`config.mk`:
```
export PLATFORM = sky130hd
export DESIGN_NAME = vga_pic_sched
export DESIGN_NICKNAME = d
export VERILOG_FILES = /design/src/rtl/vga_pic_sched.sv
export SDC_FILE = /design/constraint.sdc
export NUM_CORES = 1
export LEC_CHECK = 0
export ABC_AREA = 1
export CORE_MARGIN = 3
export CORE_UTILIZATION = 30
export CTS_CLUSTER_SIZE = 12
export DETAILED_ROUTE_END_ITERATION = 6
export PLACE_DENSITY = 0.52
export SETUP_SLACK_MARGIN = 0.1
export SYNTH_ARGS = -nofsm -noshare
export SYNTH_HDL_FRONTEND = slang
export SYNTH_SLANG_ARGS = --single-unit
export TNS_END_PERCENT = 50
```
`constraint.sdc`:
```
create_clock -name vga_clk_i -period 8.6 [get_ports vga_clk_i]
set_input_delay 1.72 -clock vga_clk_i [delete_from_list [all_inputs] [get_ports vga_clk_i]]
set_output_delay 1.72 -clock vga_clk_i [all_outputs]
set_load 0.1 [all_outputs]
```
`src/rtl/vga_pic_sched.sv`:
```
// vga_pic_sched: pixel-source scheduler between vga_ctrl timing and a 1-cycle synchronous
// picture ROM. Looks one pixel ahead, issues the ROM read, then muxes the ROM word or an
// 8-bar colour background so pix_data_o lines up with the pixel shown in the same cycle.
// A PIC_W x PIC_H window bounces around the active area, moving only on vsync rising edges.
// Optional feature: define PIC_BORDER_EN to draw a BORDER_COLOR frame around the window.
module vga_pic_sched #(
  parameter int unsigned H_VALID      = 640,
  parameter int unsigned V_VALID      = 480,
  parameter int unsigned PIC_W        = 100,
  parameter int unsigned PIC_H        = 100,
  parameter int unsigned ROM_AW       = 14,
  parameter int unsigned STEP         = 1,
  parameter int unsigned FRAME_DIV    = 1,
  parameter logic [15:0] BORDER_COLOR = 16'hFFFF
) (
  input  logic              vga_clk_i,
  input  logic              sys_rst_i,
  input  logic [9:0]        pix_x_i,
  input  logic [9:0]        pix_y_i,
  input  logic              vsync_i,
  input  logic [15:0]       rom_q_i,
  output logic [ROM_AW-1:0] rom_addr_o,
  output logic              rom_rd_en_o,
  output logic [15:0]       pix_data_o,
  output logic [9:0]        pic_x0_o,
  output logic [9:0]        pic_y0_o
);

  localparam int unsigned DivW = (FRAME_DIV > 1) ? $clog2(FRAME_DIV) : 1;
  localparam logic [DivW-1:0] DivLast = DivW'(FRAME_DIV - 1);

  localparam logic [9:0]  Blank  = 10'h3FF;
  localparam logic [9:0]  HValid = 10'(H_VALID);
  localparam logic [9:0]  VValid = 10'(V_VALID);
  localparam logic [9:0]  HLast  = 10'(H_VALID - 1);
  localparam logic [9:0]  BarW   = 10'(H_VALID / 8);
  localparam logic [9:0]  PicW1  = 10'(PIC_W - 1);
  localparam logic [9:0]  PicH1  = 10'(PIC_H - 1);
  localparam logic [9:0]  Step10 = 10'(STEP);
  localparam logic [10:0] Step11 = 11'(STEP);
  localparam logic [10:0] XMax   = 11'(H_VALID - PIC_W);
  localparam logic [10:0] YMax   = 11'(V_VALID - PIC_H);

  typedef enum logic {XRight, XLeft} x_dir_e;
  typedef enum logic {YDown, YUp} y_dir_e;

  logic            vsync_q;
  logic            vs_rise;
  logic            move;
  logic [DivW-1:0] div_q, div_d;
  logic [9:0]      x0_q, x0_d;
  logic [9:0]      y0_q, y0_d;
  x_dir_e          xdir_q, xdir_d;
  y_dir_e          ydir_q, ydir_d;
  logic [9:0]      yline_q, yline_d;
  logic            sel_q, sel_d;
  logic [15:0]     bg_q, bg_d;

  logic [9:0]        nx, ny, dx, dy;
  logic [10:0]       x_end, y_end;
  logic              in_act, in_win, on_border;
  logic [ROM_AW-1:0] addr;
  logic [2:0]        bar_idx;
  logic [15:0]       bar_color;

  assign vs_rise = vsync_i & ~vsync_q;
  assign move    = vs_rise && (div_q == DivLast);

  // Lookahead coordinates: the pixel vga_ctrl will show next cycle.
  always_comb begin
    nx = pix_x_i + 10'd1;
    ny = (pix_x_i != Blank) ? pix_y_i : yline_q;
    dx = nx - x0_q;
    dy = ny - y0_q;
    x_end = {1'b0, x0_q} + 11'(PIC_W);
    y_end = {1'b0, y0_q} + 11'(PIC_H);
    in_act = (nx < HValid) && (ny < VValid);
    in_win = in_act && (nx >= x0_q) && ({1'b0, nx} < x_end)
                    && (ny >= y0_q) && ({1'b0, ny} < y_end);
    addr = ROM_AW'(dy) * ROM_AW'(PIC_W) + ROM_AW'(dx);
`ifdef PIC_BORDER_EN
    on_border = in_win && ((dx == 10'd0) || (dx == PicW1) || (dy == 10'd0) || (dy == PicH1));
`else
    on_border = 1'b0;
`endif
  end

  // Background bar colour for the lookahead column.
  always_comb begin
    bar_idx = 3'(nx / BarW);
    case (bar_idx)
      3'd0:    bar_color = 16'hFFFF;
      3'd1:    bar_color = 16'h0000;
      3'd2:    bar_color = 16'hF800;
      3'd3:    bar_color = 16'h07E0;
      3'd4:    bar_color = 16'h001F;
      3'd5:    bar_color = 16'hFFE0;
      3'd6:    bar_color = 16'hF81F;
      default: bar_color = 16'h07FF;
    endcase
  end

  // ROM request and next-stage selection; read enable is forced low during reset.
  always_comb begin
    rom_addr_o  = in_win ? addr : '0;
    rom_rd_en_o = in_win & ~on_border & ~sys_rst_i;
    sel_d       = in_win & ~on_border;
    if (!in_act) begin
      bg_d = 16'h0000;
    end else if (on_border) begin
      bg_d = BORDER_COLOR;
    end else begin
      bg_d = bar_color;
    end
  end

  // Line tracker so the lookahead during horizontal blank knows the upcoming line.
  always_comb begin
    yline_d = yline_q;
    if (vs_rise) begin
      yline_d = 10'd0;
    end else if ((pix_x_i == HLast) && (pix_y_i != Blank)) begin
      yline_d = pix_y_i + 10'd1;
    end
  end

  // Frame divider: counts vsync rising edges, wraps at FRAME_DIV.
  always_comb begin
    div_d = div_q;
    if (vs_rise) begin
      div_d = (div_q == DivLast) ? '0 : div_q + DivW'(1);
    end
  end

  // Horizontal bounce FSM; position only updates on a move event.
  always_comb begin
    x0_d   = x0_q;
    xdir_d = xdir_q;
    if (move) begin
      unique case (xdir_q)
        XRight: begin
          if ({1'b0, x0_q} + Step11 >= XMax) begin
            x0_d   = XMax[9:0];
            xdir_d = XLeft;
          end else begin
            x0_d = x0_q + Step10;
          end
        end
        XLeft: begin
          if (x0_q <= Step10) begin
            x0_d   = 10'd0;
            xdir_d = XRight;
          end else begin
            x0_d = x0_q - Step10;
          end
        end
      endcase
    end
  end

  // Vertical bounce FSM; mirrors the horizontal one.
  always_comb begin
    y0_d   = y0_q;
    ydir_d = ydir_q;
    if (move) begin
      unique case (ydir_q)
        YDown: begin
          if ({1'b0, y0_q} + Step11 >= YMax) begin
            y0_d   = YMax[9:0];
            ydir_d = YUp;
          end else begin
            y0_d = y0_q + Step10;
          end
        end
        YUp: begin
          if (y0_q <= Step10) begin
            y0_d   = 10'd0;
            ydir_d = YDown;
          end else begin
            y0_d = y0_q - Step10;
          end
        end
      endcase
    end
  end

  // State registers and output stage.
  always_ff @(posedge vga_clk_i or posedge sys_rst_i) begin
    if (sys_rst_i) begin
      vsync_q <= 1'b0;
      div_q   <= '0;
      x0_q    <= 10'd0;
      y0_q    <= 10'd0;
      xdir_q  <= XRight;
      ydir_q  <= YDown;
      yline_q <= 10'd0;
      sel_q   <= 1'b0;
      bg_q    <= 16'h0000;
    end else begin
      vsync_q <= vsync_i;
      div_q   <= div_d;
      x0_q    <= x0_d;
      y0_q    <= y0_d;
      xdir_q  <= xdir_d;
      ydir_q  <= ydir_d;
      yline_q <= yline_d;
      sel_q   <= sel_d;
      bg_q    <= bg_d;
    end
  end

  // ROM word arrives one cycle after the lookahead request, matching the current pixel.
  assign pix_data_o = sel_q ? rom_q_i : bg_q;
  assign pic_x0_o   = x0_q;
  assign pic_y0_o   = y0_q;

endmodule

```
==> impl_metrics.env <==
export IMPL_status="completed"
export IMPL_track_usage_pct=15.8
export IMPL_rows=49
export IMPL_drive_gt1_share_pct=20.5
export IMPL_regToRegEndpoint="sel_q"
export IMPL_dp_hpwl_mm=13.2
export IMPL_register_area_sq_um=926
export IMPL_die_area_sq_um=20600
export IMPL_grt_max_degree=38
export IMPL_layoutNonFillerInstCount=1206
export IMPL_antenna_found_initial=0
export IMPL_routabilityCongestion=0.868
export IMPL_maxSlewViolCount=0
export IMPL_rr_worst_depth=12
export IMPL_grt_pass1_vias=5492
export IMPL_grt_pass1_wl_mm=26.5
export IMPL_overflow=0
export IMPL_reg2reg_from="pic_y0_o[2]"
export IMPL_seq_area_frac_synth_pct=16.3
export IMPL_yosysUniqueCellTypes=47
export IMPL_core_sq_um=18300
export IMPL_async_flop_share_pct=100
export IMPL_clock_latency_ns=0.30
export IMPL_synth_top_area_share_pct=17.8
export IMPL_critPathLaunch="pix_x_i[0]"
export IMPL_slowest_stage="fa_1"
export IMPL_min_to="yline_q[4]"
export IMPL_ctsHoldBuffers=0
export IMPL_place_ws_ns=-0.220
export IMPL_synthesis_area_sq_um=5690
export IMPL_finalSetupViolCount=0
export IMPL_cts_tree="built"
export IMPL_crit_fanout=8
export IMPL_crit_path_end_kind="primary output"
export IMPL_wl_per_cell_microns=13.3
export IMPL_synth_seq_cells=37
export IMPL_start_util_pct=31.1
export IMPL_ys_top_cells_by_count="nand2_1 (155), inv_1 (135), ha_1 (81), nor2_1 (63), a21oi_1 (61)"
export IMPL_setup_worst_path_start_class="input port"
export IMPL_postRouteAntennaNets=0
export IMPL_routed_wl_mm=16.1
export IMPL_hold_class="reg2reg"
export IMPL_drtIter0Drc=228
export IMPL_placed_area_sq_um=7470
export IMPL_rsz0062_at_grt="false"
export IMPL_antenna_cells=0
export IMPL_finish_instance_area_sq_um=8010
export IMPL_cts_root_buffer="clkbuf_16"
export IMPL_ios=90
export IMPL_dr_pass1_iters=5
export IMPL_max_freq_ghz=0.121
export IMPL_worst_pin_slew_ns=0.990
export IMPL_final_core_util_pct=43.8
export IMPL_ys_top_cells_by_area="ha_1 (18%), dfrtp_1 (16%), nand2_1 (10%), inv_1 (8.9%), xor2_1 (8.3%)"
export IMPL_worstSetupPathType="in2out"
export IMPL_multi_input_area_sq_um=4540
export IMPL_vias=5636
export IMPL_hold_start="yline_q[4]"
export IMPL_synth_ff_type="dfrtp_1"
export IMPL_period_share_pct=96.1
export IMPL_yosys_warnings=0
export IMPL_arrival_ns=6.54
export IMPL_layout_setup_ws_ns=0.338
export IMPL_htreeDepth=2
export IMPL_synth_edf_count=0
export IMPL_dieHeight_microns=144
export IMPL_period_needed_ns=8.26
export IMPL_slowest_delay_ns=0.54
export IMPL_avgSynthCellArea_sq_um=6.87
export IMPL_dp_cells=1186
export IMPL_synth_most_common_cell="nand2_1"
export IMPL_numPortBuffers=89
export IMPL_yosys_area_top_type="ha_1"
export IMPL_r2r_setup_slack_ns=5.64
export IMPL_cts_sinks=37
export IMPL_clkTransAtPathRegs_ns=0.06
export IMPL_drc=0
export IMPL_holdPathStages=2
export IMPL_finClkSkew_ns=0.00690
export IMPL_fillers=1902
export IMPL_synth_nets=955
export IMPL_cp_required_ns=6.88
export IMPL_die_x_microns=144
export IMPL_final_hold_viol_count=0
export IMPL_max_slew_margin_pct=33.8
export IMPL_clockBufferDepth=2
export IMPL_synthCells=827
export IMPL_areaGrowthSynthToFinish_pct=40.8
export IMPL_nets=1104
export IMPL_vias_per_cell=4.67
export IMPL_cts_made_buffers=5
export IMPL_max_cap_violations=0
state kept, by name, summed over array words and instances, names as in the netlist:
signal and count:
sel_q 1, pic_x0_o 10, pic_y0_o 10, yline_q 10, ydir_q 1, vsync_q 1, xdir_q 1, bg_q 3
cell type report:
class | count | share of cell area [%]
clock buffers | 6 | 1.61
clock inverters | 2 | 0.484
inverters | 144 | 6.75
multi-input cells | 631 | 56.7
flip-flops and latches | 37 | 11.6
well taps | 229 | 3.58
repair buffers | 157 | 19.3
kinds of logic after synthesis:
| kind of cell | Yosys count | synth area share (%) |
|---|---|---|
| and+or+nand+nor | 320 | 25.9 |
| buffers and inverters | 159 | 10.7 |
| DFF | 37 | 16.3 |
| adders and majority gates | 89 | 20.6 |
| xor gates and xnor gates | 71 | 11.1 |
| AOI/OAI and AO/OA | 151 | 15.5 |
cells in the final DEF (no fill, tap or decap), drive strengths merged, types with 3 or more instances in the layout:
| cell type | instances |
|---|---|
| a211oi | 3 |
| clkbuf | 12 |
| nand3 | 36 |
| a21o | 4 |
| nand4 | 13 |
| o32ai | 3 |
| buf | 85 |
| nand2 | 174 |
| dfrtp | 37 |
| xor2 | 55 |
| o211ai | 3 |
| o21ai | 38 |
| a32oi | 3 |
| inv | 141 |
| nor3 | 15 |
| o22ai | 10 |
| clkinv | 4 |
| ha | 81 |
| fa | 8 |
| nor2 | 69 |
| or2 | 7 |
| clkdlybuf4s50 | 64 |
| a31oi | 5 |
| a21oi | 62 |
| xnor2 | 16 |
| a22oi | 4 |
| o21bai | 9 |
worst max-delay path: cells and delay by family:
family / cells / cell delay (ns)
AO/OA/AOI/OAI: 7 / 1.08
buffers and inverters: 9 / 0.83
AND/OR/NAND/NOR: 9 / 0.73
adder cells (fa/ha/maj): 6 / 1.74
XOR/XNOR: 3 / 0.44
what timing repair did:
action                                 4_1_cts  5_1_grt
setup endpoints to repair                    4        4
pin swaps                                   19       42
setup buffers                                6        6
endpoints found under the hold margin        0        0
gates resized for setup                     21       68
routing by layer:
layer,vias to the layer above,routed length [microns],share of wire (%),GRT usage [%]
li1,2998,-,-,-
met1,2535,8290,52,23.0
met2,95,7060,44,25.0
met3,8,555,3.5,2.33
met4,0,156,0.97,3.22
met5,-,0,0,0
how the worst max path moves through the flow:
stage / to / cells after the start / slack, ns
after detailed placement: rom_addr_o[13] / 34 / -0.22
after global routing: rom_addr_o[12] / 35 / 0.06
after floorplan: rom_addr_o[11] / 27 / 0.10
after global placement: rom_addr_o[13] / 31 / -0.16
after CTS: rom_addr_o[13] / 35 / 0.13
final: rom_addr_o[13] / 34 / 0.34
metrics by stage:
stage	setup TNS [ns]	hold slack, ns
floorplan	0	0.488
global placement	-0.263	0.505
detailed placement	-0.438	0.506
CTS	0	0.524
global route	0	0.564
finish	0	0.529
Power is not shown: default switching activity piles up to over one toggle a cycle in this logic, so the estimate is an artifact.
